[src/rtl/req_arbiter4_pkg.sv]
// Shared definitions for the four-requester arbiter: FSM states, requester count
// and small helpers for one-hot conversion and round-robin rotation.
package req_arbiter4_pkg;

    localparam int N_REQ = 4;

    typedef enum logic [1:0] {
        ST_IDLE  = 2'd0,
        ST_GRANT = 2'd1,
        ST_GAP   = 2'd2
    } arb_state_e;

    function automatic logic [N_REQ-1:0] id_to_onehot(input logic [1:0] id);
        logic [N_REQ-1:0] v;
        v     = 4'b0000;
        v[id] = 1'b1;
        return v;
    endfunction

    // Bit 3 of the result is the first candidate after ptr and bit 0 is ptr itself,
    // so the fixed-priority encoder walks ptr+1, ptr+2, ptr+3, ptr.
    function automatic logic [N_REQ-1:0] rr_rotate(input logic [N_REQ-1:0] vec,
                                                   input logic [1:0]       ptr);
        logic [N_REQ-1:0] r;
        r = 4'b0000;
        for (int k = 0; k < N_REQ; k++) begin
            r[k] = vec[ptr - 2'(k)];
        end
        return r;
    endfunction

endpackage

[src/rtl/req_arbiter4_prio_enc.sv]
// Combinational 4-to-2 priority encoder, bit 3 highest, with a valid flag.
module prio_enc4_v
    import req_arbiter4_pkg::*;
(
    input  logic [N_REQ-1:0] req_vec,
    output logic [1:0]       idx,
    output logic             any
);

    // Highest set bit wins.
    always_comb begin
        idx = 2'd0;
        any = 1'b1;
        casez (req_vec)
            4'b1???: idx = 2'd3;
            4'b01??: idx = 2'd2;
            4'b001?: idx = 2'd1;
            4'b0001: idx = 2'd0;
            default: begin
                idx = 2'd0;
                any = 1'b0;
            end
        endcase
    end

endmodule

[src/rtl/req_arbiter4.sv]
// Four-requester arbiter: registered one-hot grant with locking, hold-time
// preemption through a one-cycle gap, and fixed or round-robin selection.
module req_arbiter4
    import req_arbiter4_pkg::*;
#(
    parameter int MAX_HOLD = 8,
    parameter int CW       = 8
)
(
    input  logic             clk,
    input  logic             rst_n,
    input  logic [N_REQ-1:0] req,
    input  logic             rr_en,
    output logic [N_REQ-1:0] gnt,
    output logic [1:0]       gnt_id,
    output logic             gnt_vld
);

    arb_state_e       state_r, state_s;
    logic [CW-1:0]    hold_cnt_r, hold_cnt_s;
    logic [1:0]       rr_ptr_r, rr_ptr_s;
    logic [1:0]       pre_id_r, pre_id_s;
    logic [1:0]       gnt_id_s;
    logic [N_REQ-1:0] gap_masked_s, arb_req_s, enc_in_s;
    logic [1:0]       enc_idx_s, win_id_s;
    logic             enc_any_s;

    // Candidate vector: after a preemption the preempted id sits out unless alone.
    always_comb begin
        gap_masked_s = req & ~id_to_onehot(pre_id_r);
        if (state_r == ST_GAP && gap_masked_s != 4'b0000) begin
            arb_req_s = gap_masked_s;
        end else begin
            arb_req_s = req;
        end
        if (rr_en) begin
            enc_in_s = rr_rotate(arb_req_s, rr_ptr_r);
        end else begin
            enc_in_s = arb_req_s;
        end
    end

    prio_enc4_v u_prio_enc (
        .req_vec (enc_in_s),
        .idx     (enc_idx_s),
        .any     (enc_any_s)
    );

    // Map the encoder position back to a requester index.
    always_comb begin
        if (rr_en) begin
            win_id_s = rr_ptr_r - enc_idx_s;
        end else begin
            win_id_s = enc_idx_s;
        end
    end

    // Next-state, hold counter, pointer and holder id.
    always_comb begin
        state_s    = state_r;
        hold_cnt_s = hold_cnt_r;
        rr_ptr_s   = rr_ptr_r;
        pre_id_s   = pre_id_r;
        gnt_id_s   = gnt_id;
        case (state_r)
            ST_IDLE, ST_GAP: begin
                if (enc_any_s) begin
                    state_s    = ST_GRANT;
                    hold_cnt_s = CW'(1);
                    rr_ptr_s   = win_id_s;
                    gnt_id_s   = win_id_s;
                end else begin
                    state_s    = ST_IDLE;
                    hold_cnt_s = '0;
                end
            end
            ST_GRANT: begin
                // Release beats the hold limit, so a dropped holder never causes a gap.
                if (!req[gnt_id]) begin
                    if (enc_any_s) begin
                        hold_cnt_s = CW'(1);
                        rr_ptr_s   = win_id_s;
                        gnt_id_s   = win_id_s;
                    end else begin
                        state_s    = ST_IDLE;
                        hold_cnt_s = '0;
                    end
                end else if (hold_cnt_r == CW'(MAX_HOLD) &&
                             (req & ~id_to_onehot(gnt_id)) != 4'b0000) begin
                    state_s    = ST_GAP;
                    hold_cnt_s = '0;
                    pre_id_s   = gnt_id;
                end else if (hold_cnt_r == CW'(MAX_HOLD)) begin
                    hold_cnt_s = hold_cnt_r;
                end else begin
                    hold_cnt_s = hold_cnt_r + CW'(1);
                end
            end
            default: begin
                state_s    = ST_IDLE;
                hold_cnt_s = '0;
            end
        endcase
    end

    // State and output registers; outputs are derived from the next state.
    always_ff @(posedge clk or negedge rst_n) begin
        if (!rst_n) begin
            state_r    <= ST_IDLE;
            hold_cnt_r <= '0;
            rr_ptr_r   <= 2'd3;
            pre_id_r   <= 2'd0;
            gnt        <= 4'b0000;
            gnt_id     <= 2'd0;
            gnt_vld    <= 1'b0;
        end else begin
            state_r    <= state_s;
            hold_cnt_r <= hold_cnt_s;
            rr_ptr_r   <= rr_ptr_s;
            pre_id_r   <= pre_id_s;
            gnt_id     <= gnt_id_s;
            if (state_s == ST_GRANT) begin
                gnt     <= id_to_onehot(gnt_id_s);
                gnt_vld <= 1'b1;
            end else begin
                gnt     <= 4'b0000;
                gnt_vld <= 1'b0;
            end
        end
    end

endmodule

[config.mk]
export PLATFORM = sky130hd
export DESIGN_NAME = req_arbiter4
export DESIGN_NICKNAME = d
export VERILOG_FILES = /design/src/rtl/req_arbiter4_pkg.sv /design/src/rtl/req_arbiter4_prio_enc.sv /design/src/rtl/req_arbiter4.sv
export SDC_FILE = /design/constraint.sdc
export NUM_CORES = 1
export LEC_CHECK = 0
export ABC_AREA = 1
export CAP_MARGIN = 20
export CORE_ASPECT_RATIO = 1.75
export CORE_MARGIN = 5
export CORE_UTILIZATION = 44
export CTS_BUF_LIST = sky130_fd_sc_hd__clkbuf_8
export CTS_CLUSTER_SIZE = 28
export DETAILED_ROUTE_END_ITERATION = 8
export DONT_BUFFER_PORTS = 1
export PLACE_DENSITY = 0.68
export SYNTH_ARGS = -nofsm -noshare
export SYNTH_HDL_FRONTEND = slang
export SYNTH_HIERARCHICAL = 1
export SYNTH_SLANG_ARGS = --single-unit
[constraint.sdc]
create_clock -name clk -period 3.9 [get_ports clk]
set_input_delay 0.39 -clock clk [delete_from_list [all_inputs] [get_ports clk]]
set_output_delay 0.39 -clock clk [all_outputs]
set_load 0.02 [all_outputs]
==> results_tabular.tex <==
\begin{tabular}{lr}
\hline
Metric & Value \\
\hline
\multicolumn{2}{l}{\textbf{Routing}} \\
Routed Antenna Nets & 0 \\
Met2 Wirelength & 1720 µm \\
Uppermost routed layer & met4 \\
DRC marker count from the first detailed-route iteration & 16 \\
Wire length on met1 & 1030 µm \\
First-pass iteration count of the detailed router & 4 \\
Average wire length per cell after detail routing & 11.8 µm \\
Total length of routed wires & 2900 µm \\
Total via count after detailed routing & 1,233 \\
Routed wire length on met3 & 60 µm \\
Number of vias per cell after detailed routing & 5.01 \\
Residual DRC & 0 \\
\multicolumn{2}{l}{\textbf{Floorplan}} \\
Horizontal die dimension & 52.4 µm \\
Initial Utilization & 0.446 \\
I/O pins & 14 \\
Placement row count & 27 \\
Area of the core & 3110 µm² \\
Floorplan die height & 84.3 µm \\
Area of the die & 4420 µm² \\
\multicolumn{2}{l}{\textbf{Timing}} \\
Maximum clock frequency & 378 MHz \\
Tightest slew margin relative to the limit & 0.364 \\
Setup repair after global routing missed its margin & no \\
Setup WS post-layout & 1.25 ns \\
Setup\_tns & 0 ns \\
Pins Over Slew Limit & 0 \\
Clock tree skew after final layout & 0.00209 ns \\
Final setup violation count & 0 \\
Crit share post-route & 0.679 \\
Final count of hold timing violations & 0 \\
Final critical delay including setup and external delays & 2.65 ns \\
Transition time of the tightest slew-check pin & 0.951 ns \\
\multicolumn{2}{l}{\textbf{Logic synthesis}} \\
Synth Area per Inst & 6.93 µm² \\
Distinct cell type count after synthesis & 28 \\
Post-Syn Nets & 210 \\
Synthesized area & 1390 µm² \\
Synthesis-stage register bit count & 21 \\
Share of flip-flops with an asynchronous set or reset & 1.00 \\
Total of warnings raised by yosys & 6 \\
Cells after Synth & 200 \\
Most used DFF post-synth & sky130\_fd\_sc\_hd\_\_dfrtp\_1 \\
EDFF count, synth & 0 \\
Sequential fraction of the synthesis area & 0.381 \\
\multicolumn{2}{l}{\textbf{Worst setup path}} \\
Arrival time at the worst endpoint & 2.80 ns \\
Worst reg-to-reg path cell count & 19 \\
Worst r2r dst & gnt[2]\$\_DFF\_PN0\_ \\
Reg2reg start & pre\_id\_r[0]\$\_DFFE\_PN0P\_ \\
Largest driver fanout on the critical path & 5 \\
Worst setup slack for register-to-register paths & 1.25 ns \\
Critical path capture point type & flop \\
Category of the critical setup timing path & flop to flop \\
Kind of start point of the critical path & flop \\
Data required time of the critical path & 4.05 ns \\
\multicolumn{2}{l}{\textbf{Clock tree}} \\
Worst-skew pair later-pin latency & 0.26 ns \\
Number of levels in the clock H-tree & 1 \\
CTS sink count & 21 \\
Root Buffer Master & sky130\_fd\_sc\_hd\_\_clkbuf\_8 \\
Clock transition at the registers of the reported paths & 0.08 ns \\
TritonCTS clock tree & built \\
Number of buffers on the longest clock path & 2 \\
Clock buffers created by TritonCTS & 3 \\
\multicolumn{2}{l}{\textbf{Final layout}} \\
Area added between synthesis and finish & 7.31\% \\
Fraction of final layout cells with drive strength greater than 1 & 0.0985 \\
Sequential cell area & 528 µm² \\
FILL cells & 341 \\
Most frequent cells in the layout & 62 x sky130\_fd\_sc\_hd\_\_nand2\_1, 28 x sky130\_fd\_sc\_hd\_\_inv\_1, 22 x sky130\_fd\_sc\_hd\_\_nand3\_1, 19 x sky130\_fd\_sc\_hd\_\_dfrtp\_1, 15 x sky130\_fd\_sc\_hd\_\_nor2\_1 \\
Footprint of the multi-input gates & 741 µm² \\
End-of-flow core utilization & 0.479 \\
Antenna Cells & 0 \\
Most frequent standard cell in the layout excluding fill and tap cells & sky130\_fd\_sc\_hd\_\_nand2\_1 \\
Post-layout net count & 214 \\
\multicolumn{2}{l}{\textbf{GRT}} \\
Global-route congestion overflow total & 0 \\
Largest net degree at the start of global routing & 22 \\
Number of antenna violations at the first check in global routing & 0 \\
Global-route wire length before repair & 5240 µm \\
Total routing resource utilization after global routing & 0.154 \\
Number of global-route vias before repair & 1,268 \\
\multicolumn{2}{l}{\textbf{Pwr}} \\
Total Power & 1.01 mW \\
Power density cells & 677 nW/µm² \\
Peak supply drop & 0.344 mV \\
Static leakage power & 0.784 nW \\
\multicolumn{2}{l}{\textbf{Placement}} \\
Half-perimeter wire length of the detailed placement result & 2390 µm \\
IO Port Bufs & 0 \\
Routability congestion estimate & 0.768 \\
Pre-CTS setup slack & 1.25 ns \\
\multicolumn{2}{l}{\textbf{Run}} \\
MaxCap Viol Count & 0 \\
\multicolumn{2}{l}{\textbf{Outcome}} \\
Run status & complete, no violations \\
\multicolumn{2}{l}{\textbf{Min path}} \\
Cell depth of the worst hold path & 5 \\
Hold Crit Class & input port to flop \\
Hold EP & rr\_ptr\_r[0]\$\_DFFE\_PN1P\_ \\
Hold path startpoint & req[1] \\
\hline
\end{tabular}
synth_stat cells (2+ instances only):
| master | count | share of area |
|---|---|---|
| sky130_fd_sc_hd__a21oi_1 | 7 | 0.025 |
| sky130_fd_sc_hd__dfrtp_1 | 19 | 0.34 |
| sky130_fd_sc_hd__dfstp_2 | 2 | 0.038 |
| sky130_fd_sc_hd__ha_1 | 3 | 0.027 |
| sky130_fd_sc_hd__inv_1 | 28 | 0.076 |
| sky130_fd_sc_hd__nand2_1 | 62 | 0.17 |
| sky130_fd_sc_hd__nand2_2 | 2 | 0.0090 |
| sky130_fd_sc_hd__nand2_4 | 2 | 0.016 |
| sky130_fd_sc_hd__nand3_1 | 22 | 0.079 |
| sky130_fd_sc_hd__nand3_2 | 2 | 0.014 |
| sky130_fd_sc_hd__nor2_1 | 15 | 0.041 |
| sky130_fd_sc_hd__nor2_2 | 2 | 0.0090 |
| sky130_fd_sc_hd__nor3_1 | 2 | 0.0072 |
| sky130_fd_sc_hd__o21a_1 | 2 | 0.011 |
| sky130_fd_sc_hd__o21ai_0 | 14 | 0.051 |
| sky130_fd_sc_hd__o21ai_1 | 2 | 0.0072 |
| sky130_fd_sc_hd__o21ai_2 | 2 | 0.013 |
| sky130_fd_sc_hd__xnor2_1 | 2 | 0.013 |
power by group:
group | switching [mW] | total [mW] | leakage [nW] | internal [mW]
clock network | 0.0738 | 0.145 | 0.0255 | 0.0713
registers | 0.101 | 0.387 | 0.266 | 0.286
logic | 0.311 | 0.476 | 0.492 | 0.164
state kept, by name, summed over array words and instances (netlist names):
| register | cells |
|---|---|
| hold_cnt_r | 8 |
| gnt | 4 |
| gnt_id | 2 |
| pre_id_r | 2 |
| rr_ptr_r | 2 |
| state_r | 2 |
| gnt_vld | 1 |
stage by stage:
step | hold slack, ns | area, µm² | instances
floorplan | 0.0944 | 1390 | 200
CTS | 0.499 | 1490 | 246
finish | 0.499 | 1490 | 246
detailed placement | 0.0951 | 1430 | 241
global placement | 0.0951 | 1430 | 241
global route | 0.532 | 1490 | 246
logic make-up (layout without fill, tap and decap cells):
group,Yosys count,in the layout,synth area share
compound gates,30,30,0.126
xor+xnor,3,3,0.0190
fa+ha+maj,3,3,0.0271
buf+inv,31,34,0.0848
flops,21,21,0.381
simple gates,112,112,0.362
per-layer routing:
layer  GRT usage  vias up
li1            -      640
met1       0.145      572
met2       0.299       12
met3      0.0231        9
met4      0.0744        0
met5           0        -
worst max-delay path, cell delays in order, from the launching register on:
cell and delay, ns:
sky130_fd_sc_hd__dfrtp_1 0.43, sky130_fd_sc_hd__o21ai_1 0.24, sky130_fd_sc_hd__nand2_1 0.10, sky130_fd_sc_hd__o21ai_2 0.19, sky130_fd_sc_hd__nand2_1 0.12, sky130_fd_sc_hd__nand3_1 0.08
sky130_fd_sc_hd__nand2_1 0.06, sky130_fd_sc_hd__nand2_1 0.06, sky130_fd_sc_hd__nand3_1 0.07, sky130_fd_sc_hd__nand2_1 0.09, sky130_fd_sc_hd__inv_1 0.04, sky130_fd_sc_hd__nand2_1 0.05
sky130_fd_sc_hd__nand2_1 0.06, sky130_fd_sc_hd__ha_1 0.26, sky130_fd_sc_hd__o21ai_0 0.25, sky130_fd_sc_hd__nand3_1 0.13, sky130_fd_sc_hd__nand2_1 0.11, sky130_fd_sc_hd__nand2_1 0.08
sky130_fd_sc_hd__nand2_1 0.08, sky130_fd_sc_hd__nor2_1 0.04
timing repair:
action	CTS	global route
hold buffers	1	0
buffers inserted	0	0
endpoints found under the hold margin	21	0
resized for setup	0	0
layout make-up:
cell class / count / share of cell area
multi-input cells: 148 / 0.498
flip-flops and latches: 21 / 0.355
inverters: 29 / 0.0732
well taps: 43 / 0.0362
clock buffers: 3 / 0.0278
repair buffers: 1 / 0.00673
clock inverters: 1 / 0.00336
worst max-delay path by stage:
stage / from / end / slack (ns)
after detailed placement: pre_id_r[1]$_DFFE_PN0P_ / gnt[2]$_DFF_PN0_ / 1.25
after global routing: pre_id_r[0]$_DFFE_PN0P_ / gnt[2]$_DFF_PN0_ / 0.78
after global placement: pre_id_r[1]$_DFFE_PN0P_ / gnt[2]$_DFF_PN0_ / 1.25
after CTS: pre_id_r[1]$_DFFE_PN0P_ / gnt[2]$_DFF_PN0_ / 1.24
after floorplan: pre_id_r[1]$_DFFE_PN0P_ / gnt[2]$_DFF_PN0_ / 1.53
final: pre_id_r[0]$_DFFE_PN0P_ / gnt[2]$_DFF_PN0_ / 1.25
(Power assumes the default switching activity.)
